<file path="src/rtl/pc_sequencer_pkg.sv">
// Shared constants and width helpers for the program-counter sequencer and its
// return-address stack.
package pc_sequencer_pkg;

    localparam int DEF_PC_W      = 32;
    localparam int DEF_IMEM_AW   = 12;
    localparam int DEF_UPPER_W   = 5;
    localparam int DEF_STEP      = 1;
    localparam int DEF_RESET_VEC = 0;
    localparam int DEF_RAS_DEPTH = 4;

    // Stack pointer width; a depth of 1 would still need one index bit.
    function automatic int ras_idx_w(input int depth);
        return (depth > 1) ? $clog2(depth) : 1;
    endfunction

    // Entry count must represent 0..depth inclusive.
    function automatic int ras_cnt_w(input int depth);
        return $clog2(depth) + 1;
    endfunction

    typedef enum logic [1:0] {
        SEL_SEQ  = 2'd0,
        SEL_JUMP = 2'd1,
        SEL_CALL = 2'd2,
        SEL_RET  = 2'd3
    } pc_sel_e;

endpackage

</file>
<file path="src/rtl/pc_sequencer_ras.sv">
// Circular return-address stack: a full push overwrites the oldest entry, and a
// pop on an empty stack only raises an underflow pulse.
module pc_ras
    import pc_sequencer_pkg::*;
#(
    parameter int W     = DEF_PC_W,
    parameter int DEPTH = DEF_RAS_DEPTH,
    localparam int IW   = ras_idx_w(DEPTH),
    localparam int CW   = ras_cnt_w(DEPTH)
) (
    input  logic          clk,
    input  logic          rst_n,
    input  logic          push_i,
    input  logic          pop_i,
    input  logic [W-1:0]  push_data_i,
    output logic [W-1:0]  top_o,
    output logic [CW-1:0] count_o,
    output logic          empty_o,
    output logic          full_o,
    output logic          overflow_o,
    output logic          underflow_o
);

    logic [W-1:0]  mem_q [DEPTH];
    logic [IW-1:0] sp_q, sp_d;
    logic [IW-1:0] top_idx;
    logic [CW-1:0] cnt_q, cnt_d;
    logic          ovf_q, ovf_d;
    logic          unf_q, unf_d;

    // sp_q is the next write slot; once full, that slot holds the oldest entry.
    assign top_idx = sp_q - IW'(1);
    assign empty_o = (cnt_q == '0);
    assign full_o  = (cnt_q == CW'(DEPTH));

    always_comb begin
        // NOTE: every comb output gets a default first so no path infers a latch.
        sp_d  = sp_q;
        cnt_d = cnt_q;
        ovf_d = 1'b0;
        unf_d = 1'b0;
        if (push_i) begin
            sp_d = sp_q + IW'(1);
            if (full_o) ovf_d = 1'b1;
            else        cnt_d = cnt_q + CW'(1);
        end else if (pop_i) begin
            if (empty_o) begin
                unf_d = 1'b1;
            end else begin
                sp_d  = top_idx;
                cnt_d = cnt_q - CW'(1);
            end
        end
    end

    // NOTE: sequential state uses non-blocking assignments so every register
    // samples pre-edge values regardless of block ordering.
    always_ff @(posedge clk or negedge rst_n) begin
        if (!rst_n) begin
            sp_q  <= '0;
            cnt_q <= '0;
            ovf_q <= 1'b0;
            unf_q <= 1'b0;
        end else begin
            sp_q  <= sp_d;
            cnt_q <= cnt_d;
            ovf_q <= ovf_d;
            unf_q <= unf_d;
        end
    end

    // NOTE: entry storage is deliberately not reset; the count gates every read,
    // and leaving it out of reset lets it map onto plain RAM/flops.
    always_ff @(posedge clk) begin
        if (push_i) mem_q[sp_q] <= push_data_i;
    end

    assign top_o       = mem_q[top_idx];
    assign count_o     = cnt_q;
    assign overflow_o  = ovf_q;
    assign underflow_o = unf_q;

endmodule

</file>
<file path="src/rtl/pc_sequencer.sv">
// Program-counter sequencer: prioritised next-PC selection (jump > call > ret >
// sequential) with a return-address stack for call/ret.
module pc_sequencer
    import pc_sequencer_pkg::*;
#(
    parameter int              PC_W      = DEF_PC_W,
    parameter int              IMEM_AW   = DEF_IMEM_AW,
    parameter int              UPPER_W   = DEF_UPPER_W,
    parameter int              STEP      = DEF_STEP,
    parameter logic [PC_W-1:0] RESET_VEC = PC_W'(DEF_RESET_VEC),
    parameter int              RAS_DEPTH = DEF_RAS_DEPTH,
    localparam int             CW        = ras_cnt_w(RAS_DEPTH)
) (
    input  logic               clk,
    input  logic               rst_n,
    input  logic               pc_ena_i,
    input  logic               jump_i,
    input  logic               call_i,
    input  logic               ret_i,
    input  logic [PC_W-1:0]    target_i,
    output logic [PC_W-1:0]    pc_out_o,
    output logic [PC_W-1:0]    pc_plus_o,
    output logic [IMEM_AW-1:0] address_imem_o,
    output logic [UPPER_W-1:0] pc_upper_o,
    output logic [CW-1:0]      ras_count_o,
    output logic               ras_empty_o,
    output logic               ras_full_o,
    output logic               ras_overflow_o,
    output logic               ras_underflow_o
);

    logic [PC_W-1:0] pc_q, pc_d;
    logic [PC_W-1:0] pc_plus;
    logic [PC_W-1:0] ras_top;
    logic            ras_empty;
    logic            push, pop;
    pc_sel_e         sel;

    assign pc_plus = pc_q + PC_W'(STEP);

    always_comb begin
        sel = SEL_SEQ;
        if      (jump_i) sel = SEL_JUMP;
        else if (call_i) sel = SEL_CALL;
        else if (ret_i)  sel = SEL_RET;
    end

    // Losing commands are dropped entirely: only the winner touches the stack.
    assign push = pc_ena_i && (sel == SEL_CALL);
    assign pop  = pc_ena_i && (sel == SEL_RET);

    always_comb begin
        pc_d = pc_q;
        if (pc_ena_i) begin
            unique case (sel)
                SEL_JUMP, SEL_CALL: pc_d = target_i;
                SEL_RET:            pc_d = ras_empty ? pc_plus : ras_top;
                default:            pc_d = pc_plus;
            endcase
        end
    end

    always_ff @(posedge clk or negedge rst_n) begin
        if (!rst_n) pc_q <= RESET_VEC;
        else        pc_q <= pc_d;
    end

    pc_ras #(
        .W     (PC_W),
        .DEPTH (RAS_DEPTH)
    ) u_ras (
        .clk         (clk),
        .rst_n       (rst_n),
        .push_i      (push),
        .pop_i       (pop),
        .push_data_i (pc_plus),
        .top_o       (ras_top),
        .count_o     (ras_count_o),
        .empty_o     (ras_empty),
        .full_o      (ras_full_o),
        .overflow_o  (ras_overflow_o),
        .underflow_o (ras_underflow_o)
    );

    assign pc_out_o       = pc_q;
    assign pc_plus_o      = pc_plus;
    assign address_imem_o = pc_q[IMEM_AW-1:0];
    assign pc_upper_o     = pc_q[PC_W-1 -: UPPER_W];
    assign ras_empty_o    = ras_empty;

endmodule

</file>
<file path="config.mk">
export PLATFORM = sky130hd
export DESIGN_NAME = pc_sequencer
export DESIGN_NICKNAME = d
export VERILOG_FILES = /design/src/rtl/pc_sequencer_pkg.sv /design/src/rtl/pc_sequencer_ras.sv /design/src/rtl/pc_sequencer.sv
export SDC_FILE = /design/constraint.sdc
export NUM_CORES = 1
export LEC_CHECK = 0
export CAP_MARGIN = 0
export CORE_ASPECT_RATIO = 0.9
export CORE_UTILIZATION = 50
export DETAILED_ROUTE_END_ITERATION = 8
export GPL_TIMING_DRIVEN = 0
export PLACE_DENSITY = 0.79
export SLEW_MARGIN = 25
export SYNTH_ARGS = -nofsm -noshare
export SYNTH_HDL_FRONTEND = slang
export SYNTH_SLANG_ARGS = --single-unit
</file>
<file path="constraint.sdc">
create_clock -name clk -period 5.5 [get_ports clk]
set_input_delay 1.1 -clock clk [delete_from_list [all_inputs] [get_ports clk]]
set_output_delay 1.1 -clock clk [all_outputs]
set_load 0.005 [all_outputs]
</file>
==> impl_metrics.py, run 1 <==
metrics = {
    "status": {
        "status": "complete, no violations",
    },
    "layout": {
        "final-instance-count-excl-fill": 992,
        "syn2layout_area_growth_pct": 26.72,
        "final_util": 0.6594,
        "nNetsFinal": 826,
        "drive_gt1_frac": 0.1329,
        "diodes": 0,
        "register_area_um2": 4820,
        "fillCellCount": 1129,
        "finalInstanceArea_um2": 10360,
        "multi_input_area_um2": 2965,
    },
    "route": {
        "firstDrtPassIters": 6,
        "drc": 0,
        "antenna_left": 0,
        "drt-total-wl_um": 23570,
        "routedWlPerCell_um": 23.76,
        "drt_iter0_markers": 713,
        "via_count": 6296,
        "via_per_inst": 6.347,
    },
    "floorplan": {
        "chipWidth_um": 136.8,
        "fp.dieH_um": 123.3,
        "fp.coreArea_um2": 15710,
        "num_io_pins": 126,
        "die-area_um2": 16870,
        "initial_core_util": 0.5204,
        "num_rows": 43,
    },
    "cts": {
        "hold_buffers": 0,
        "cts_num_sinks": 167,
        "clk_pin_slew_ns": 0.07,
        "clockRootBuffer": "clkbuf_16",
        "insertion_delay_ns": 0.44,
        "cts_tree": "built",
        "cts_buffer_depth": 2,
        "ctsResizeCount": 0,
        "cts_buffers": 17,
        "htreeDepth": 4,
        "postCtsSetupBuffers": 0,
    },
    "yosys": {
        "yosysTopAreaCell": "edfxtp_1",
        "synth.distinct_cells": 59,
        "ys_warn_count": 0,
        "synth-edff-count": 128,
        "syn_nets": 677,
        "synth-main-ff-cell": "edfxtp_1",
        "synth_area_um2": 8175,
        "yosys_register_bits": 167,
        "async_flop_share": 0.2335,
        "synth_cells": 630,
        "avgSynthCellArea_um2": 12.98,
        "yosysSeqAreaShare": 0.5895,
        "synth_top_area_frac": 0.4702,
        "synth_area_leaders": "edfxtp_1 (47%), dfrtp_1 (12%), mux4_2 (8.8%), o21ai_0 (2.6%), xnor2_1 (2.6%)",
    },
    "critical_path": {
        "worst_setup_path_start_kind": "flop",
        "critPathSlowestCell": "dfrtp_1",
        "worstPathRequired_ns": 4.40,
        "crit_path_cell_trace": "and4_4, nand3_1, nor2_1, and3_1, xor2_1, clkdlybuf4s50_1",
        "r2r_end": "pc_out_o[23]$_DFFE_PN0P_",
        "cp-end-kind": "output port",
        "cp_num_buf_inv": 1,
        "cp-startpoint": "pc_out_o[7]$_DFFE_PN0P_",
        "reg2regPathDepth": 10,
        "crit_arrival_ns": 3.38,
        "endpoint": "pc_plus_o[31]",
        "path_max_fanout": 9,
        "r2r-start": "u_ras.sp_q[0]$_DFFE_PN0P_",
        "cpLargestDelayFamily": "simple AND/OR/NAND/NOR gates",
        "criticalPathCategory": "flop to output port",
        "reg2reg_slack_ns": 1.85,
        "max_stage_delay_ns": 0.61,
        "worst-path-stages": 6,
    },
    "sta": {
        "layout_worst_path_cycle_share": 0.8142,
        "fmaxAchievable_mhz": 223.3,
        "tns_ns": 0,
        "timing_max_transition_violations_final": 0,
        "min_period_ns": 4.478,
        "slew_headroom": 0.3492,
        "hold_viol": 0,
        "fin_skew_ns": 0.01252,
        "rsz0062_at_grt": "no",
        "worst_pin_slew_ns": 0.9762,
        "setup_slack_ns": 1.022,
        "final-setup-viol-count": 0,
    },
    "grt": {
        "antenna_found_initial": 0,
        "grt-ovfl-total": 0,
        "grt_pass1_wl_um": 35840,
        "grt_pass1_vias": 6252,
        "grt_max_degree": 24,
        "grt.total_usage": 0.2974,
    },
    "power": {
        "power_density_nw_per_um2": 483.5,
        "power_leakage_nw": 3.731,
        "ir_worst_vdd_mv": 0.4013,
    },
    "min_path": {
        "holdCritPathClass": "flop to flop",
        "worstHoldStart": "u_ras.count_o[2]$_DFFE_PN0P_",
    },
    "job": {
        "cap_violations": 0,
    },
    "place": {
        "hpwl_um": 16290,
        "gp_congestion": 0.9208,
        "dp_cells": 962,
        "port_buffers": 125,
        "post_dp_cell_area_um2": 9817,
        "pre_cts_slack_ns": 1.425,
    },
}
-- registers in the layout, indices dropped and copies added (netlist names) --
register,count
u_ras.mem_q,128
pc_out_o,32
u_ras.count_o,3
u_ras.sp_q,2
u_ras.overflow_o,1
u_ras.underflow_o,1
-- worst min-delay path by stage --
stage / slack [ns] / end / cells after the start
6_report: 0.54 / u_ras.count_o[2]$_DFFE_PN0P_ / 1
5_1_grt: 0.57 / u_ras.count_o[2]$_DFFE_PN0P_ / 1
4_1_cts: 0.54 / u_ras.count_o[2]$_DFFE_PN0P_ / 1
3_5_place_dp: 0.53 / u_ras.count_o[2]$_DFFE_PN0P_ / 1
3_3_place_gp: 0.52 / u_ras.count_o[2]$_DFFE_PN0P_ / 1
2_1_floorplan: 0.51 / u_ras.count_o[2]$_DFFE_PN0P_ / 1
-- through the flow --
stage,total power [W],hold WS (ns)
2_1_floorplan,0.002900,0.5082
3_3_place_gp,0.003773,0.5170
3_5_place_dp,0.003842,0.5316
4_1_cts,0.004988,0.5396
5_1_grt,0.005225,0.5684
6_report,0.005009,0.5395
-- kinds of logic after synthesis --
| kind of cell | after synthesis | share of synthesized area |
|---|---|---|
| xor+xnor | 34 | 0.03642 |
| flops | 167 | 0.5895 |
| compound gates | 145 | 0.1160 |
| simple gates | 158 | 0.1006 |
| buf+inv | 80 | 0.04836 |
| fa+ha+maj | 9 | 0.01469 |
| mux | 37 | 0.09443 |
-- synthesized netlist by cell type (3+ instances only) --
master and n:
edfxtp_1 128, o21ai_0 43, nand2_1 42, dfrtp_1 39, mux4_2 32, a21oi_1 30
nor2_1 28, clkbuf_1 25, xnor2_1 24, inv_1 21, nand3_1 21, buf_4 17
and3_1 16, nor3_1 12, buf_2 11, xor2_1 10, a31oi_1 9, a22oi_1 8
and4_1 8, ha_1 8, nand4_1 8, a21o_1 7, a2bb2oi_1 7, o21a_1 7
a22o_1 5, o22ai_1 5, o311a_1 5, mux2i_1 4, nand2b_1 4, o2bb2ai_1 4
a221oi_1 3, nand4b_1 3, nor4_1 3
-- layer usage --
metal / global-route usage / wire length [µm] / part of all wire
met3: 0.08077 / 2805 / 0.12
met5: 0 / 0 / 0
met1: 0.3978 / 9123 / 0.39
met4: 0.1195 / 539 / 0.023
met2: 0.4638 / 11100 / 0.47
-- report_power, final --
part | leakage, nW | total (W) | internal, W | switching (W)
Combinational | 1.85 | 0.00204 | 0.00105 | 0.000987
Clock | 0.261 | 0.00114 | 0.000658 | 0.000482
Sequential | 1.62 | 0.00183 | 0.00161 | 0.000219
Total | 3.73 | 0.00501 | 0.00332 | 0.00169
-- layout make-up --
| class | count | area share |
|---|---|---|
| Buffer | 57 | 0.02971 |
| Clock buffer | 20 | 0.04215 |
| Timing Repair Buffer | 130 | 0.1336 |
| Tap cell | 202 | 0.02440 |
| Inverter | 23 | 0.008454 |
| Sequential cell | 167 | 0.4652 |
| Clock inverter | 10 | 0.01027 |
| Multi-Input combinational cell | 383 | 0.2862 |
-- cells in the final DEF (no fill, tap or decap), types with 17 or more instances in the layout --
master	count
nor2_1	28
inv_1	21
o21ai_0	43
nand2_1	42
xnor2_1	24
dfrtp_1	39
buf_4	17
a21oi_1	30
mux4_2	32
clkbuf_1	28
clkbuf_16	17
edfxtp_1	128
nand3_1	21
clkdlybuf4s50_1	124
Power figures use the tool's default switching activity.
==> inputs of run 2 (changes only) <==
Settings changed: CORE_UTILIZATION 50 to 49, PLACE_DENSITY 0.79 to 0.81.
Clock period 5.5 ns to 3.7 ns, I/O delays scaled along.
==> impl_metrics.py, run 2 (synthesis results as in run 1) <==
metrics = {
    "status": {
        "status": "complete, but fails checks",
        "failed_checks": "design-rule violations",
    },
    "route": {
        "routedWlPerCell_um": 24.18,
        "firstDrtPassIters": 9,
        "drt-total-wl_um": 24450,
        "via_per_inst": 6.596,
        "drt_iter0_markers": 1130,
        "antenna_left": 0,
        "drc": 14,
        "via_count": 6669,
    },
    "layout": {
        "multi_input_area_um2": 3110,
        "finalInstanceArea_um2": 10640,
        "final-instance-count-excl-fill": 1011,
        "diodes": 0,
        "syn2layout_area_growth_pct": 30.15,
        "largest_register_ffs": 128,
        "top_register": "u_ras.mem_q",
        "register_area_um2": 4825,
        "fillCellCount": 1134,
        "layout_commonest_cell": "edfxtp_1",
        "drive_gt1_frac": 0.1841,
        "layout_common_cells": "edfxtp_1 (128), clkdlybuf4s50_1 (124), o21ai_0 (43)",
        "nNetsFinal": 838,
    },
    "sta": {
        "hold_viol": 0,
        "hold_ws_ns": 0.2310,
        "fmaxAchievable_mhz": 274.7,
        "min_period_ns": 3.640,
        "final-setup-viol-count": 0,
        "slew_headroom": 0.4934,
        "layout_worst_path_cycle_share": 0.9838,
        "timing_max_transition_violations_final": 0,
        "tns_ns": 0,
        "fin_skew_ns": 0.009611,
        "worst_pin_slew_ns": 0.7599,
    },
    "critical_path": {
        "path_max_fanout": 9,
        "cpLargestDelayFamily": "simple AND/OR/NAND/NOR gates",
        "cp_num_buf_inv": 1,
        "critPathSlowestCell": "clkdlybuf4s50_1",
        "crit_arrival_ns": 2.90,
        "criticalPathCategory": "flop to output port",
        "worstPathRequired_ns": 2.96,
        "crit_path_cell_trace": "nand4_1, nor2_4, and4_1, xnor2_1, clkdlybuf4s50_1",
        "worst_setup_path_start_kind": "flop",
        "max_stage_delay_ns": 0.62,
        "cp-end-kind": "output port",
    },
    "floorplan": {
        "num_io_pins": 126,
        "chipWidth_um": 138.2,
        "num_rows": 44,
        "fp.dieH_um": 124.5,
        "fp.coreArea_um2": 16240,
        "initial_core_util": 0.5034,
        "die-area_um2": 17210,
    },
    "place": {
        "port_buffers": 125,
        "post_dp_cell_area_um2": 9816,
        "hpwl_um": 16890,
        "gp_congestion": 0.9751,
        "dp_cells": 967,
    },
    "min_path": {
        "holdCritPathClass": "input pin to async pin",
    },
    "grt": {
        "antenna_found_initial": 0,
        "grt_max_degree": 25,
        "grt_pass1_vias": 6559,
        "grt.total_usage": 0.2921,
        "grt_pass1_wl_um": 36900,
        "grt-ovfl-total": 0,
    },
    "cts": {
        "cts_buffers": 17,
        "cts_tree": "built",
        "cts_num_sinks": 167,
        "insertion_delay_ns": 0.45,
        "clockRootBuffer": "clkbuf_16",
        "cts_buffer_depth": 2,
        "clk_pin_slew_ns": 0.07,
        "htreeDepth": 4,
        "hold_buffers": 0,
    },
    "job": {
        "cap_violations": 0,
    },
    "power": {
        "p_total_w": 0.007634,
        "power_leakage_nw": 3.861,
        "ir_worst_vdd_mv": 0.4453,
        "power_density_nw_per_um2": 717.5,
    },
}
[run 2: power breakdown]
group / switching [W] / internal [W] / leakage [nW] / total (W)
sequential: 0.000351 / 0.00240 / 1.62 / 0.00275
combinational: 0.00153 / 0.00163 / 1.97 / 0.00315
clock: 0.000763 / 0.000970 / 0.271 / 0.00173
[run 2: what timing repair did]
item / CTS / global route
pin swaps: 3 / 2
gates cloned: 0 / 0
buffers inserted: 4 / 8
resized for setup: 20 / 18
endpoints found under the setup margin: 13 / 29
hold endpoints to repair: 0 / 0
[run 2: through the flow]
stage / util / setup WS, ns
2_1_floorplan: - / 1.006
3_3_place_gp: 0.5964 / -0.5594
3_5_place_dp: 0.6044 / 0.02624
4_1_cts: 0.6478 / 0.03237
5_1_grt: 0.6552 / -0.001207
6_report: 0.6552 / 0.05976
[run 2: final timing paths]
path,start,end,slack (ns),depth (start not counted)
worst max-delay path,pc_out_o[2]$_DFFE_PN0P_,pc_plus_o[27],0.06,5
worst max register to register,u_ras.sp_q[0]$_DFFE_PN0P_,pc_out_o[11]$_DFFE_PN0P_,0.23,10
max in group asynchronous,rst_n,pc_out_o[10]$_DFFE_PN0P_,2.96,2
min in group clk,u_ras.count_o[2]$_DFFE_PN0P_,u_ras.count_o[2]$_DFFE_PN0P_,0.57,1
worst min-delay path,rst_n,pc_out_o[5]$_DFFE_PN0P_,0.23,1
worst min register to register,u_ras.count_o[2]$_DFFE_PN0P_,u_ras.count_o[2]$_DFFE_PN0P_,0.57,1
[run 2: area by class of cell]
cell class | count | share of cell area
multi-input combinational | 383 | 0.2923
clock buffer | 19 | 0.04269
clock inverter | 13 | 0.01152
inverter | 23 | 0.008231
tap | 207 | 0.02434
buffer | 57 | 0.02963
sequential | 167 | 0.4534
timing repair buffer | 142 | 0.1378
[run 2: metal layers]
metal  wire length [µm]  GRT usage
met1               9137     0.3864
met2              11190     0.4403
met3               2989    0.08381
met4               1136     0.1527
met5                  0          0
==> inputs of run 3 (changes only) <==
Settings changed: CAP_MARGIN 0 to default, CORE_MARGIN from default to 1.
==> results of run 3 <==
Same layout as run 2: the final DEF is identical, and so are final timing and power.
